===== src/rtl/packer.sv =====
// Packs packed_num_p narrow elements LSB-first into one output word with ready/valid on both sides.
// Optional PACKER_FLUSH_EN adds flush_i/count_o to emit a partially filled word.
`timescale 1ns/1ps
module packer #(
  parameter int unsigned unpacked_width_p = 2,
  parameter int unsigned packed_num_p     = 4,
  parameter int unsigned packed_width_p   = unpacked_width_p * packed_num_p
) (
  input  logic                        clk_i,
  input  logic                        reset_ni,
  input  logic [unpacked_width_p-1:0] unpacked_i,
  input  logic                        valid_i,
  output logic                        ready_o,
`ifdef PACKER_FLUSH_EN
  input  logic                        flush_i,
  output logic [$clog2(packed_num_p+1)-1:0] count_o,
`endif
  output logic [packed_width_p-1:0]   packed_o,
  output logic                        valid_o,
  input  logic                        ready_i
);

  localparam int unsigned CntW     = $clog2(packed_num_p);
  localparam int unsigned LaneCntW = $clog2(packed_num_p + 1);
  localparam logic [CntW-1:0] LastLane = CntW'(packed_num_p - 1);

  logic [CntW-1:0]           count_q, count_d;
  logic [packed_width_p-1:0] asm_q, asm_d;
  logic [packed_width_p-1:0] packed_q, packed_d;
  logic                      valid_q, valid_d;
  logic [packed_width_p-1:0] merged;
  logic                      out_free, last_lane, in_fire, out_fire, emit;
`ifdef PACKER_FLUSH_EN
  logic [LaneCntW-1:0]       lanes_q, lanes_d;
`endif

  // Handshake, lane merge and next-state selection
  always_comb begin
    out_free  = !valid_q || ready_i;
    last_lane = (count_q == LastLane);
`ifdef PACKER_FLUSH_EN
    ready_o   = !((last_lane || flush_i) && !out_free);
`else
    ready_o   = !(last_lane && !out_free);
`endif
    in_fire   = valid_i && ready_o;
    out_fire  = valid_q && ready_i;

    merged = asm_q;
    for (int unsigned k = 0; k < packed_num_p; k++) begin
      if (in_fire && (CntW'(k) == count_q)) begin
        merged[k*unpacked_width_p +: unpacked_width_p] = unpacked_i;
      end
    end

    emit = in_fire && last_lane;
`ifdef PACKER_FLUSH_EN
    // A flush can complete a word early, folding in this cycle's element
    emit = emit || (flush_i && out_free && ((count_q != '0) || in_fire));
`endif

    count_d  = count_q;
    asm_d    = asm_q;
    packed_d = packed_q;
    valid_d  = valid_q;
`ifdef PACKER_FLUSH_EN
    lanes_d  = lanes_q;
`endif

    if (emit) begin
      packed_d = merged;
      valid_d  = 1'b1;
      count_d  = '0;
      asm_d    = '0;
`ifdef PACKER_FLUSH_EN
      lanes_d  = LaneCntW'(count_q) + LaneCntW'(in_fire);
`endif
    end else begin
      if (out_fire) begin
        valid_d = 1'b0;
      end
      if (in_fire) begin
        asm_d   = merged;
        count_d = count_q + CntW'(1);
      end
    end
  end

  always_ff @(posedge clk_i or negedge reset_ni) begin
    if (!reset_ni) begin
      count_q  <= '0;
      asm_q    <= '0;
      packed_q <= '0;
      valid_q  <= 1'b0;
`ifdef PACKER_FLUSH_EN
      lanes_q  <= '0;
`endif
    end else begin
      count_q  <= count_d;
      asm_q    <= asm_d;
      packed_q <= packed_d;
      valid_q  <= valid_d;
`ifdef PACKER_FLUSH_EN
      lanes_q  <= lanes_d;
`endif
    end
  end

  assign packed_o = packed_q;
  assign valid_o  = valid_q;
`ifdef PACKER_FLUSH_EN
  assign count_o  = lanes_q;
`endif

endmodule


===== config.mk =====
export PLATFORM = sky130hd
export DESIGN_NAME = packer
export DESIGN_NICKNAME = d
export VERILOG_FILES = /design/src/rtl/packer.sv
export SDC_FILE = /design/constraint.sdc
export NUM_CORES = 1
export LEC_CHECK = 0
export ABC_AREA = 1
export CORE_ASPECT_RATIO = 1.2
export CORE_MARGIN = 4
export CORE_UTILIZATION = 25
export CTS_CLUSTER_SIZE = 28
export DETAILED_ROUTE_END_ITERATION = 8
export PLACE_DENSITY = 0.48
export SYNTH_ARGS = -nofsm -noshare
export SYNTH_HDL_FRONTEND = slang
export SYNTH_SLANG_ARGS = --single-unit

===== constraint.sdc =====
create_clock -name clk_i -period 2.1 [get_ports clk_i]
set_input_delay 0.42 -clock clk_i [delete_from_list [all_inputs] [get_ports clk_i]]
set_output_delay 0.42 -clock clk_i [all_outputs]
set_load 0.1 [all_outputs]

# Word-level counts from Yosys, hierarchy flattened

Cells that the tools add are included.

Add/subtract/negate cells: 1
Equal/unequal tests: 4
Muxes and demuxes: 10
Reduce and logical (&&, ||, !) cells: 15

Operator list:

| cell                  | number |
|---|---|
| $mux W8               | 2 |
| $mux W2               | 6 |
| $logic_and A1 B1 Y1   | 8 |
| $eq A2 B2 Y1 const A  | 2 |
| $reduce_bool A2 Y1    | 2 |
| $logic_not A1 Y1      | 3 |
| $add A2 B1 Y2 const B | 1 |
| $eq A1 B2 Y1 const A  | 1 |
| $eq A2 B2 Y1 const B  | 1 |
| $logic_not A2 Y1      | 1 |
| $mux W1               | 2 |
| $logic_or A1 B1 Y1    | 1 |

Word-level logic and storage cells: 34
Bits in registers: 19

# Depth between registers and ports, before layout

Depth after elaboration: 10
Mapped depth: 7
Depth with buffers taken out: 6

# Least setup slack after synthesis

No wires, ideal clock.

Kind: flip-flop to output port
From: register valid_q (netlist: valid_o)
To: output port ready_o
Path buffers: 1
Required time: 1.680 ns
Cell stages (with the launch flop): 3
Arrival time: 1.337 ns
Path slack: 0.343 ns
Cells stage by stage: dfrtp_1 nand3_2 buf_6

Longest elaborated chain between the ends: 5

Ends and longest elaborated chain:

| item                   | line | source |
|---|---|---|
| from (decl)            | 30   | `logic valid_q, valid_d;` |
| from (signal assigned) | 102  | `valid_q <= valid_d;` |
| $logic_not A1 Y1       | 39   | `out_free = !valid_q \|\| ready_i;` |
| $logic_or A1 B1 Y1     | 39   |  |
| $logic_not A1 Y1       | 44   | `ready_o = !(last_lane && !out_free);` |
| $logic_and A1 B1 Y1    | 44   |  |
| $logic_not A1 Y1       | 44   |  |
| to (decl)              | 13   | `output logic ready_o,` |

No other way between the ends.

# Final worst setup path

From: register count_q[0]
To: output port ready_o

Longest elaborated chain between the ends: 3

Ends and longest elaborated chain:

| item                   | line | source |
|---|---|---|
| from (decl)            | 27   | `logic [CntW-1:0] count_q, count_d;` |
| from (signal assigned) | 99   | `count_q <= count_d;` |
| $eq A2 B2 Y1           | 40   | `last_lane = (count_q == LastLane);` |
| $logic_and A1 B1 Y1    | 44   |  |
| $logic_not A1 Y1       | 44   |  |

No other way between the ends.

==> flow_metrics.py <==
metrics = {
    "outcome": {
        "result_of_the_run": "finished, final reports clean",
    },
    "yosys": {
        "post_synth_inst_count": 96,
        "yosysSeqAreaShare_pct": 50.37,
        "synth_largest_type_area_fraction_pct": 50.37,
        "yosysWarnings": 0,
        "post_synth_num_cell_types": 15,
        "yosys_register_bits": 17,
        "yosys-top-cells-area": "sky130_fd_sc_hd__dfrtp_1 (50%), sky130_fd_sc_hd__nand2_1 (13%), sky130_fd_sc_hd__ha_1 (5.9%)",
        "synth.largest_area_cell": "sky130_fd_sc_hd__dfrtp_1",
        "syn_area_per_cell_um2": 8.798,
        "syn-cell-area_um2": 844.6,
        "postSynthNetCount": 106,
    },
    "setup_path": {
        "critical_path.startpoint_type": "flip-flop",
        "cpMaxStageDelayCell": "sky130_fd_sc_hd__dfrtp_1",
        "cp_num_buf_inv": 1,
        "worst_setup_path_end_kind": "output port",
        "crit_required_ps": 1680,
        "max_stage_delay_ps": 430,
        "cp_top_family": "flip-flops",
        "worstPathCellList": "ha_1 > nand3_2 > buf_12",
        "critPathMaxFanout": 5,
        "critical_path_class": "reg -> out",
        "arrival_ps": 1340,
    },
    "grt": {
        "groute.usage.overall_pct": 8.929,
        "grt_start_max_net_pins": 18,
        "overflow": 0,
        "grt_pass1_wl_um": 2932,
        "number_of_antenna_violations_at_the_first_check_in_global_routing": 0,
        "number_of_global_route_vias_before_repair": 661,
    },
    "die": {
        "chipWidth_um": 61.06,
        "fp.coreArea_mm2": 0.003166,
        "die_height_um": 71.67,
        "initial_utilization_pct": 26.68,
        "fp-row-count": 22,
        "boundaryPins": 16,
        "die_area_mm2": 0.004376,
    },
    "layout": {
        "layout-area-overhead-vs-synth_pct": 22.96,
        "finish.cell_count_without_fillers": 150,
        "antenna-diode-count": 0,
        "post_route_cells_drive_above_1_share_pct": 21.05,
        "final_net_count": 125,
    },
    "cts": {
        "holdBufCountCts": 0,
        "clock-root-buffer": "sky130_fd_sc_hd__clkbuf_4",
        "worstSkewPairLatency_ps": 290,
        "tritoncts.num_buffers": 3,
        "post_cts.repair.setup_buffers": 0,
        "cts_htree_levels": 1,
        "cts-root-to-sink-buffers": 2,
        "cts_tree": "done",
        "cts_repair_resize_count": 0,
        "reg_clk_slew_reported_paths_ps": 100,
        "clock-sinks": 17,
    },
    "timing": {
        "final-setup-viol-count": 0,
        "final.setup.tns_ps": 0,
        "max_clock_freq_mhz": 569.6,
        "fin_worst_skew_ps": 1.812,
        "finalWorstPathRequiredPeriod_ps": 1756,
        "fin_hold_ws_ps": 443.9,
        "final-hold-violation-count": 0,
        "rsz_0062_raised_after_global_routing": "false",
        "report.final.slew_viol_count": 0,
        "setup_slack_ps": 344.4,
        "relSlewSlack_pct": 81.58,
        "period_share_pct": 83.60,
        "tightest_slew_ps": 278.5,
    },
    "place": {
        "dp_hpwl_um": 1243,
        "final_weighted_congestion_in_routability_driven_placement": 0.8157,
        "place.detailed.instances": 146,
        "preCtsSetupSlack_ps": 390.9,
        "portBuffers": 15,
    },
    "routing": {
        "wl_per_cell_um": 10.58,
        "avgViaCountPerCell": 4.167,
        "firstDrtPassIters": 4,
        "drc_errors": 0,
        "routed-via-count": 625,
        "drt-initial-drc-count": 13,
        "post_route_antenna_net_violation_count": 0,
        "finalWirelength_um": 1587,
    },
    "worst_hold_path": {
        "holdCritPathClass": "in -> async",
    },
    "run": {
        "timing.max_cap.violations": 0,
    },
}
## path summary, 6_finish.rpt
kind	from	to	slack [ps]	depth (start not counted)
max reg2reg	count_q[0]$_DFFE_PN0P_	asm_q[4]$_DFFE_PN0P_	690	7
min reg2reg	packed_o[4]$_DFFE_PN0P_	packed_o[4]$_DFFE_PN0P_	500	2
min	reset_ni	packed_o[6]$_DFFE_PN0P_	440	2
max in group asynchronous	reset_ni	asm_q[2]$_DFFE_PN0P_	1470	2
max	count_q[0]$_DFFE_PN0P_	ready_o	340	3
min in group clk_i	packed_o[4]$_DFFE_PN0P_	packed_o[4]$_DFFE_PN0P_	500	2
## synth_stat cells
library cell / count
sky130_fd_sc_hd__nand2_1: 29
sky130_fd_sc_hd__nand3_1: 6
sky130_fd_sc_hd__buf_6: 2
sky130_fd_sc_hd__nand4_1: 6
sky130_fd_sc_hd__dfrtp_1: 17
sky130_fd_sc_hd__nand3_2: 5
sky130_fd_sc_hd__clkinv_2: 1
sky130_fd_sc_hd__o21ai_0: 1
sky130_fd_sc_hd__a21oi_1: 1
sky130_fd_sc_hd__o21ai_1: 2
sky130_fd_sc_hd__ha_1: 4
sky130_fd_sc_hd__buf_4: 2
sky130_fd_sc_hd__inv_1: 11
sky130_fd_sc_hd__nor2_1: 7
sky130_fd_sc_hd__nand2_2: 2
## metal layers
metal	global-route usage [%]	part of all wire, %	vias up
li1	-	-	338
met1	11.74	46	274
met2	13.41	49	9
met3	1.622	3.0	4
met4	5.060	1.4	0
met5	0	0	-
## cell usage in the layout (no fill, tap or decap), types with 2 or more instances in the layout
master,n
sky130_fd_sc_hd__clkdlybuf4s50_1,5
sky130_fd_sc_hd__nand2_1,29
sky130_fd_sc_hd__nand3_2,5
sky130_fd_sc_hd__inv_1,11
sky130_fd_sc_hd__dfrtp_1,17
sky130_fd_sc_hd__nand3_1,6
sky130_fd_sc_hd__ha_1,4
sky130_fd_sc_hd__nand4_1,6
sky130_fd_sc_hd__o21ai_1,2
sky130_fd_sc_hd__buf_4,12
sky130_fd_sc_hd__nand2_2,2
sky130_fd_sc_hd__nor2_1,7
sky130_fd_sc_hd__clkbuf_4,3
## layout make-up
class                   instances  area [um^2]
well taps                      36        45.04
clock buffers                   4        26.28
flip-flops and latches         17        425.4
inverters                      12        46.29
fillers                       339         2127
repair buffers                 18        160.2
multi-input cells              63        335.3
## cell families (layout without fill, tap and decap cells)
kind of cell | Yosys count | count (layout) | share of synthesized area, %
AO/OA/AOI/OAI | 4 | 4 | 2.369
adder cells (fa/ha/maj) | 4 | 4 | 5.926
buffers and inverters | 16 | 34 | 9.925
flip-flops | 17 | 17 | 50.37
AND/OR/NAND/NOR | 55 | 55 | 31.41
## stage by stage
step,cell area [um^2],utilization (%)
final,1039,32.81
after global routing,1039,32.81
after CTS,1039,32.81
after detailed placement,1012,31.98
after global placement,1012,31.98
after floorplan,844.6,-
## sequential cells by signal (all words and copies together), names as in the netlist
register	flops
packed_o	8
asm_q	6
valid_o	1
count_q	2
Power is left out: the tool's default activity adds up to more than one toggle a clock period on the data nets, which glitch-free logic cannot reach.
